==> src/rtl/program_counter.sv <==
// Program counter with a four-state control FSM (IDLE, RUN, STALL, HALT).
// PC_out is registered. PC_next_seq is the combinational PC_out+STEP that
// feeds the ALU operand mux. Retired counts PC writes and saturates at 255.
//
// Handshake: the block presents an address on PC_out; Valid=1 marks a
// fetchable address (RUN or STALL). There is no back-pressure input. Enable
// grants advancement and Stall/Halt request holds, all sampled on the rising edge.
module program_counter #(
    parameter int WIDTH = 6,
    parameter int STEP  = 4
) (
    input  logic             CLK,
    input  logic             RST_N,
    input  logic             Enable,
    input  logic             Stall,
    input  logic             Halt,
    input  logic             Jump,
    input  logic [WIDTH-1:0] Jump_addr,
    input  logic             Branch,
    input  logic [WIDTH-1:0] Branch_off,
    output logic [WIDTH-1:0] PC_out,
    output logic [WIDTH-1:0] PC_next_seq,
    output logic             Valid,
    output logic             Halted,
    output logic [7:0]       Retired,
    output logic [1:0]       Dbg_state
);

    typedef enum logic [1:0] {
        IDLE  = 2'd0,
        RUN   = 2'd1,
        STALL = 2'd2,
        HALT  = 2'd3
    } state_t;

    // Redirect targets are word aligned: the two low bits are cleared.
    localparam logic [WIDTH-1:0] ALIGN_MASK = ~WIDTH'(3);
    localparam logic [7:0]       RET_MAX    = 8'hFF;

    state_t           state_q, state_d;
    logic [WIDTH-1:0] pc_q, pc_d;
    logic [7:0]       ret_q, ret_d;

    logic [WIDTH-1:0] pc_seq;
    logic [WIDTH-1:0] jump_tgt;
    logic [WIDTH-1:0] branch_tgt;
    logic             advance;

    // Candidate next addresses; the adders wrap modulo 2^WIDTH, which also
    // gives the correct two's-complement result for a negative Branch_off.
    always_comb begin
        pc_seq     = pc_q + WIDTH'(STEP);
        jump_tgt   = Jump_addr & ALIGN_MASK;
        branch_tgt = (pc_q + Branch_off) & ALIGN_MASK;
    end

    // Next-state logic: priority Halt > Stall > Jump > Branch > sequential.
    always_comb begin
        state_d = state_q;
        pc_d    = pc_q;
        ret_d   = ret_q;
        advance = 1'b0;
        unique case (state_q)
            IDLE: begin
                state_d = RUN;
            end
            RUN, STALL: begin
                if (Halt) begin
                    state_d = HALT;
                end else if (Stall) begin
                    state_d = STALL;
                end else begin
                    state_d = RUN;
                    if (Enable) begin
                        advance = 1'b1;
                        if (Jump) begin
                            pc_d = jump_tgt;
                        end else if (Branch) begin
                            pc_d = branch_tgt;
                        end else begin
                            pc_d = pc_seq;
                        end
                    end
                end
            end
            HALT: begin
                state_d = HALT;
            end
            default: begin
                state_d = IDLE;
            end
        endcase
        if (advance && (ret_q != RET_MAX)) begin
            ret_d = ret_q + 8'd1;
        end
    end

    // State, PC and retire counter registers with synchronous active-low reset.
    always_ff @(posedge CLK) begin
        if (!RST_N) begin
            state_q <= IDLE;
            pc_q    <= '0;
            ret_q   <= '0;
        end else begin
            state_q <= state_d;
            pc_q    <= pc_d;
            ret_q   <= ret_d;
        end
    end

    // Registered outputs and status decoded from the current state.
    always_comb begin
        PC_out      = pc_q;
        PC_next_seq = pc_seq;
        Valid       = (state_q == RUN) || (state_q == STALL);
        Halted      = (state_q == HALT);
        Retired     = ret_q;
        Dbg_state   = state_q;
    end

endmodule

==> config.mk <==
export PLATFORM = sky130hd
export DESIGN_NAME = program_counter
export DESIGN_NICKNAME = d
export VERILOG_FILES = /design/src/rtl/program_counter.sv
export SDC_FILE = /design/constraint.sdc
export NUM_CORES = 1
export LEC_CHECK = 0
export CORE_UTILIZATION = 35
export DETAILED_ROUTE_END_ITERATION = 6
export PLACE_DENSITY = 0.78
export SETUP_SLACK_MARGIN = 0.3
export SLEW_MARGIN = 25
export SYNTH_ARGS = -nofsm -noshare
export SYNTH_HDL_FRONTEND = slang
export SYNTH_SLANG_ARGS = --single-unit
==> constraint.sdc <==
create_clock -name CLK -period 2.5 [get_ports CLK]
set_clock_uncertainty 0.2 [all_clocks]
set_input_delay 0.75 -clock CLK [delete_from_list [all_inputs] [get_ports CLK]]
set_output_delay 0.75 -clock CLK [all_outputs]
set_load 0.01 [all_outputs]
==> report_table.html <==
<table>
<tr><th>Metric</th><th>Value</th></tr>
<tr><th colspan="2">Status</th></tr>
<tr><td>Run status</td><td>finished clean</td></tr>
<tr><th colspan="2">Power</th></tr>
<tr><td>Sw Share</td><td>0.2804</td></tr>
<tr><td>Power share of the sequential group</td><td>0.465</td></tr>
<tr><td>Power density normalized to cell area</td><td>350.7 nW/um^2</td></tr>
<tr><td>Worst IR Drop VDD</td><td>0.2408 mV</td></tr>
<tr><td>Net switching power figure</td><td>143.5 uW</td></tr>
<tr><td>Power, Total</td><td>511.6 uW</td></tr>
<tr><td>Total internal power</td><td>368.1 uW</td></tr>
<tr><td>Static Leakage</td><td>0.0007414 uW</td></tr>
<tr><td>Clock group share of total power</td><td>0.251</td></tr>
<tr><td>Combinational share of power</td><td>0.283</td></tr>
<tr><th colspan="2">GRT</th></tr>
<tr><td>Vias in the first global route</td><td>916</td></tr>
<tr><td>Overflow after GRT</td><td>0</td></tr>
<tr><td>Total GRT Usage</td><td>0.1914</td></tr>
<tr><td>Global-route wire length before repair</td><td>3884 um</td></tr>
<tr><td>Initial antenna violation count</td><td>0</td></tr>
<tr><td>Pin count of the biggest net entering global routing</td><td>15</td></tr>
<tr><th colspan="2">Logic synthesis</th></tr>
<tr><td>Netlist cell types</td><td>35</td></tr>
<tr><td>Sequential cell area fraction in the yosys report</td><td>0.3031</td></tr>
<tr><td>Number of flip-flops and latches in the synthesized netlist</td><td>14</td></tr>
<tr><td>Area of the mapped netlist</td><td>924.6 um^2</td></tr>
<tr><td>Cells after synthesis</td><td>105</td></tr>
<tr><td>Synth warn</td><td>0</td></tr>
<tr><td>Post-synthesis area per instance</td><td>8.806 um^2</td></tr>
<tr><th colspan="2">Setup path</th></tr>
<tr><td>Type of the worst setup path</td><td>register to primary output</td></tr>
<tr><td>Worst flop-to-flop path endpoint</td><td>Retired[5]$_SDFFE_PN0P_</td></tr>
<tr><td>Number of cell instances on the worst register-to-register path</td><td>6</td></tr>
<tr><td>Critical path's largest stage delay</td><td>0.55 ns</td></tr>
<tr><td>Slowest cell on crit path</td><td>sky130_fd_sc_hd__clkdlybuf4s50_1</td></tr>
<tr><td>Endpoint arrival time on the critical path</td><td>1.21 ns</td></tr>
<tr><td>Critical path cell sequence</td><td>clkdlybuf4s50_1</td></tr>
<tr><td>Internal reg-to-reg setup slack</td><td>0.52 ns</td></tr>
<tr><td>Critical Path Source Type</td><td>register</td></tr>
<tr><td>CP bufs+invs</td><td>1</td></tr>
<tr><td>Worst Path Max Fanout</td><td>5</td></tr>
<tr><td>Top delay family on crit path</td><td>buffers and inverters</td></tr>
<tr><td>Start of the worst register-to-register path</td><td>Dbg_state[0]$_SDFF_PN0_</td></tr>
<tr><td>Worst Path Required</td><td>1.55 ns</td></tr>
<tr><td>Kind of capture point of the worst setup path</td><td>primary output</td></tr>
<tr><th colspan="2">Clock tree</th></tr>
<tr><td>Total of hold buffers inserted after clock tree synthesis</td><td>0</td></tr>
<tr><td>Worst-skew pair later-pin latency</td><td>0.28 ns</td></tr>
<tr><td>Total CTS buffers</td><td>3</td></tr>
<tr><td>CTS tree</td><td>done</td></tr>
<tr><td>Clock tree root buffer cell</td><td>sky130_fd_sc_hd__clkbuf_4</td></tr>
<tr><td>Clock net sink count</td><td>14</td></tr>
<tr><td>CTS clock-pin slew for the worst setup and hold paths</td><td>0.08 ns</td></tr>
<tr><td>Max Buffers Root-to-Sink</td><td>2</td></tr>
<tr><td>Maximum level of the CTS H-tree</td><td>1</td></tr>
<tr><th colspan="2">Floorplanning</th></tr>
<tr><td>Number of cell rows</td><td>18</td></tr>
<tr><td>Effective utilization at floorplan</td><td>0.3732</td></tr>
<tr><td>Die footprint</td><td>2852 um^2</td></tr>
<tr><td>I/O pin cnt</td><td>43</td></tr>
<tr><td>Core Area</td><td>2477 um^2</td></tr>
<tr><td>Vertical extent of the die</td><td>53.40 um</td></tr>
<tr><td>Die W</td><td>53.40 um</td></tr>
<tr><th colspan="2">Route</th></tr>
<tr><td>First drt pass iteration count</td><td>4</td></tr>
<tr><td>Topmost layer with routed signal wires</td><td>met4</td></tr>
<tr><td>Via total after detailed routing</td><td>950</td></tr>
<tr><td>Length of routed wiring on met1</td><td>1031 um</td></tr>
<tr><td>Total length of routed wires</td><td>2464 um</td></tr>
<tr><td>Count of antenna-violating nets left after detailed routing</td><td>0</td></tr>
<tr><td>Post-detailed-route wirelength per cell</td><td>13.54 um</td></tr>
<tr><td>Detailed Route Iter0 Violations</td><td>22</td></tr>
<tr><td>Detailed-route vias per instance</td><td>5.220</td></tr>
<tr><td>Met3 WL post-DR</td><td>137 um</td></tr>
<tr><td>WL met2</td><td>1277 um</td></tr>
<tr><td>Residual DRC</td><td>0</td></tr>
<tr><th colspan="2">Cells and area</th></tr>
<tr><td>Utilization after layout</td><td>0.5889</td></tr>
<tr><td>Count of inserted antenna diode cells</td><td>0</td></tr>
<tr><td>Final net count</td><td>180</td></tr>
<tr><td>Ratio of cells with drive above 1 in the final layout</td><td>0.2697</td></tr>
<tr><td>Area growth syn-to-layout</td><td>57.78%</td></tr>
<tr><th colspan="2">Hold path</th></tr>
<tr><td>Capture endpoint of the worst hold path</td><td>Retired[6]$_SDFFE_PN0P_</td></tr>
<tr><td>Worst min-delay path class</td><td>register to register</td></tr>
<tr><td>Source of the worst hold timing path</td><td>Retired[6]$_SDFFE_PN0P_</td></tr>
<tr><td>Cells on Worst Hold Path</td><td>2</td></tr>
<tr><th colspan="2">Timing</th></tr>
<tr><td>Ratio of final minimum period to clock period</td><td>0.8648</td></tr>
<tr><td>Final worst hold slack</td><td>0.3149 ns</td></tr>
<tr><td>Final hold violation count</td><td>0</td></tr>
<tr><td>Peak clock frequency supported by timing</td><td>462.5 MHz</td></tr>
<tr><td>Final critical delay including setup and external delays</td><td>2.162 ns</td></tr>
<tr><td>Setup TNS</td><td>0 ns</td></tr>
<tr><td>Max Transition Viols Final</td><td>0</td></tr>
<tr><td># setup viols final</td><td>0</td></tr>
<tr><td>Setup repair after global routing missed its margin</td><td>true</td></tr>
<tr><th colspan="2">Flow run</th></tr>
<tr><td>Number of max-cap violations</td><td>0</td></tr>
<tr><th colspan="2">Placed design</th></tr>
<tr><td>Placer's final routability congestion estimate</td><td>0.7793</td></tr>
<tr><td>Estimated wirelength of the detail-placed design</td><td>1887 um</td></tr>
<tr><td># port buffers</td><td>34</td></tr>
</table>
==> flip-flops by register name, summed over array words and instances, names as in the netlist <==
name,cells
Retired,8
PC_out,4
Dbg_state,2
==> worst register-to-register path, stage by stage, from the launching register on <==
cell and delay (ns):
sky130_fd_sc_hd__dfxtp_2 0.35, sky130_fd_sc_hd__inv_1 0.07, sky130_fd_sc_hd__ha_4 0.28, sky130_fd_sc_hd__and4bb_2 0.29, sky130_fd_sc_hd__o21ai_4 0.09, sky130_fd_sc_hd__or4_1 0.50
sky130_fd_sc_hd__a21boi_1 0.14
==> through the flow <==
step / setup WS, ns / instance area (um^2) / std cells
after floorplan: 0.3530 / 935.9 / 108
after global placement: -0.1271 / 1363 / 178
after detailed placement: -0.1599 / 1363 / 178
after CTS: 0.2169 / 1439 / 181
after global routing: 0.2996 / 1459 / 182
final: 0.3381 / 1459 / 182
==> repair_timing <==
| action | in CTS | in global routing |
|---|---|---|
| resized for setup | 32 | 15 |
| endpoints found under the hold margin | 0 | 0 |
| pin swaps | 6 | 3 |
| endpoints found under the setup margin | 19 | 14 |
| buffers inserted | 0 | 1 |
==> cells in the final DEF (no fill, tap or decap), types with 4 or more instances in the layout <==
cell type,count
sky130_fd_sc_hd__a21oi_1,5
sky130_fd_sc_hd__nand3_1,6
sky130_fd_sc_hd__clkdlybuf4s50_1,14
sky130_fd_sc_hd__nand2_1,5
sky130_fd_sc_hd__o21ai_0,5
sky130_fd_sc_hd__xnor2_1,5
sky130_fd_sc_hd__nor2_1,5
sky130_fd_sc_hd__inv_1,5
sky130_fd_sc_hd__conb_1,4
sky130_fd_sc_hd__o211ai_1,4
sky130_fd_sc_hd__buf_4,14
sky130_fd_sc_hd__dfxtp_2,11
sky130_fd_sc_hd__dlymetal6s2s_1,9
sky130_fd_sc_hd__dlygate4sd2_1,7
==> layout make-up <==
class                           count  area (um^2)
Clock buffer                        3        22.52
Tap cell                           30        37.54
Inverter                            5        18.77
Multi-Input combinational cell     82        641.9
Timing Repair Buffer               48        444.2
Sequential cell                    14        294.0
Fill cell                         218         1018
==> power groups by stage <==
stage | Clock [uW] | Sequential, uW | Combinational, uW
final | 128 | 238 | 145
after global routing | 141 | 240 | 161
after CTS | 132 | 238 | 147
after detailed placement | 0 | 242 | 139
after global placement | 0 | 241 | 134
after floorplan | 0 | 245 | 63.4
==> layer usage <==
metal | GRT usage | vias up
li1 | - | 467
met2 | 0.3458 | 30
met5 | 0 | -
met3 | 0.04885 | 2
met4 | 0.07456 | 0
met1 | 0.2085 | 451
==> Yosys cell counts <==
library cell / number / area, um^2
sky130_fd_sc_hd__a221oi_1: 1 / 8.760
sky130_fd_sc_hd__or3_1: 1 / 6.260
sky130_fd_sc_hd__or4_1: 3 / 22.52
sky130_fd_sc_hd__nor2b_1: 1 / 6.260
sky130_fd_sc_hd__a21boi_0: 3 / 22.52
sky130_fd_sc_hd__nand4_4: 1 / 21.27
sky130_fd_sc_hd__buf_6: 1 / 11.26
sky130_fd_sc_hd__mux2i_1: 1 / 10.01
sky130_fd_sc_hd__o211ai_1: 4 / 30.03
sky130_fd_sc_hd__a211oi_1: 2 / 15.01
sky130_fd_sc_hd__nand3_1: 7 / 35.03
sky130_fd_sc_hd__nand3b_1: 1 / 7.510
sky130_fd_sc_hd__nor2_1: 5 / 18.77
sky130_fd_sc_hd__o21ai_0: 5 / 25.02
sky130_fd_sc_hd__ha_1: 7 / 87.58
sky130_fd_sc_hd__nand2b_1: 1 / 6.260
sky130_fd_sc_hd__nand2_1: 5 / 18.77
sky130_fd_sc_hd__o31ai_1: 3 / 22.52
sky130_fd_sc_hd__conb_1: 1 / 3.750
sky130_fd_sc_hd__a21oi_1: 6 / 30.03
sky130_fd_sc_hd__and2_1: 3 / 18.77
sky130_fd_sc_hd__a21boi_1: 3 / 22.52
sky130_fd_sc_hd__and3_1: 1 / 6.260
sky130_fd_sc_hd__buf_4: 4 / 30.03
sky130_fd_sc_hd__and4bb_1: 1 / 12.51
sky130_fd_sc_hd__xnor2_1: 6 / 52.55
sky130_fd_sc_hd__dfxtp_1: 14 / 280.3
sky130_fd_sc_hd__or4b_1: 1 / 10.01
sky130_fd_sc_hd__o21a_1: 1 / 7.510
sky130_fd_sc_hd__clkbuf_1: 2 / 7.510
sky130_fd_sc_hd__inv_1: 5 / 18.77
sky130_fd_sc_hd__a21o_1: 1 / 7.510
sky130_fd_sc_hd__nor3b_1: 1 / 7.510
sky130_fd_sc_hd__xor2_1: 2 / 17.52
sky130_fd_sc_hd__o21ai_4: 1 / 16.27
==> how the worst max path moves through the flow <==
| stage | startpoint | to | slack [ns] | depth (start not counted) |
|---|---|---|---|---|
| finish | Retired[5]$_SDFFE_PN0P_ | Retired[5] | 0.34 | 1 |
| detailed placement | Branch_off[4] | PC_out[5]$_SDFFE_PN0P_ | -0.16 | 6 |
| CTS | PC_out[3]$_SDFFE_PN0P_ | PC_next_seq[4] | 0.22 | 3 |
| floorplan | Branch_off[4] | PC_out[5]$_SDFFE_PN0P_ | 0.35 | 5 |
| global route | PC_out[3]$_SDFFE_PN0P_ | PC_next_seq[4] | 0.30 | 3 |
| global placement | Branch_off[4] | PC_out[5]$_SDFFE_PN0P_ | -0.13 | 6 |
==> cells by family (layout without fill, tap and decap cells) <==
kind of cell | Yosys count | after routing | synth area share
and+or+nand+nor | 32 | 32 | 0.2138
adders and majority gates | 7 | 7 | 0.09472
muxes | 1 | 1 | 0.01083
xor gates and xnor gates | 8 | 8 | 0.07578
other | 1 | 4 | 0.004056
buffers and inverters | 12 | 56 | 0.07308
AOI/OAI and AO/OA | 30 | 30 | 0.2246
DFF | 14 | 14 | 0.3031
Power figures use the tool's default switching activity.
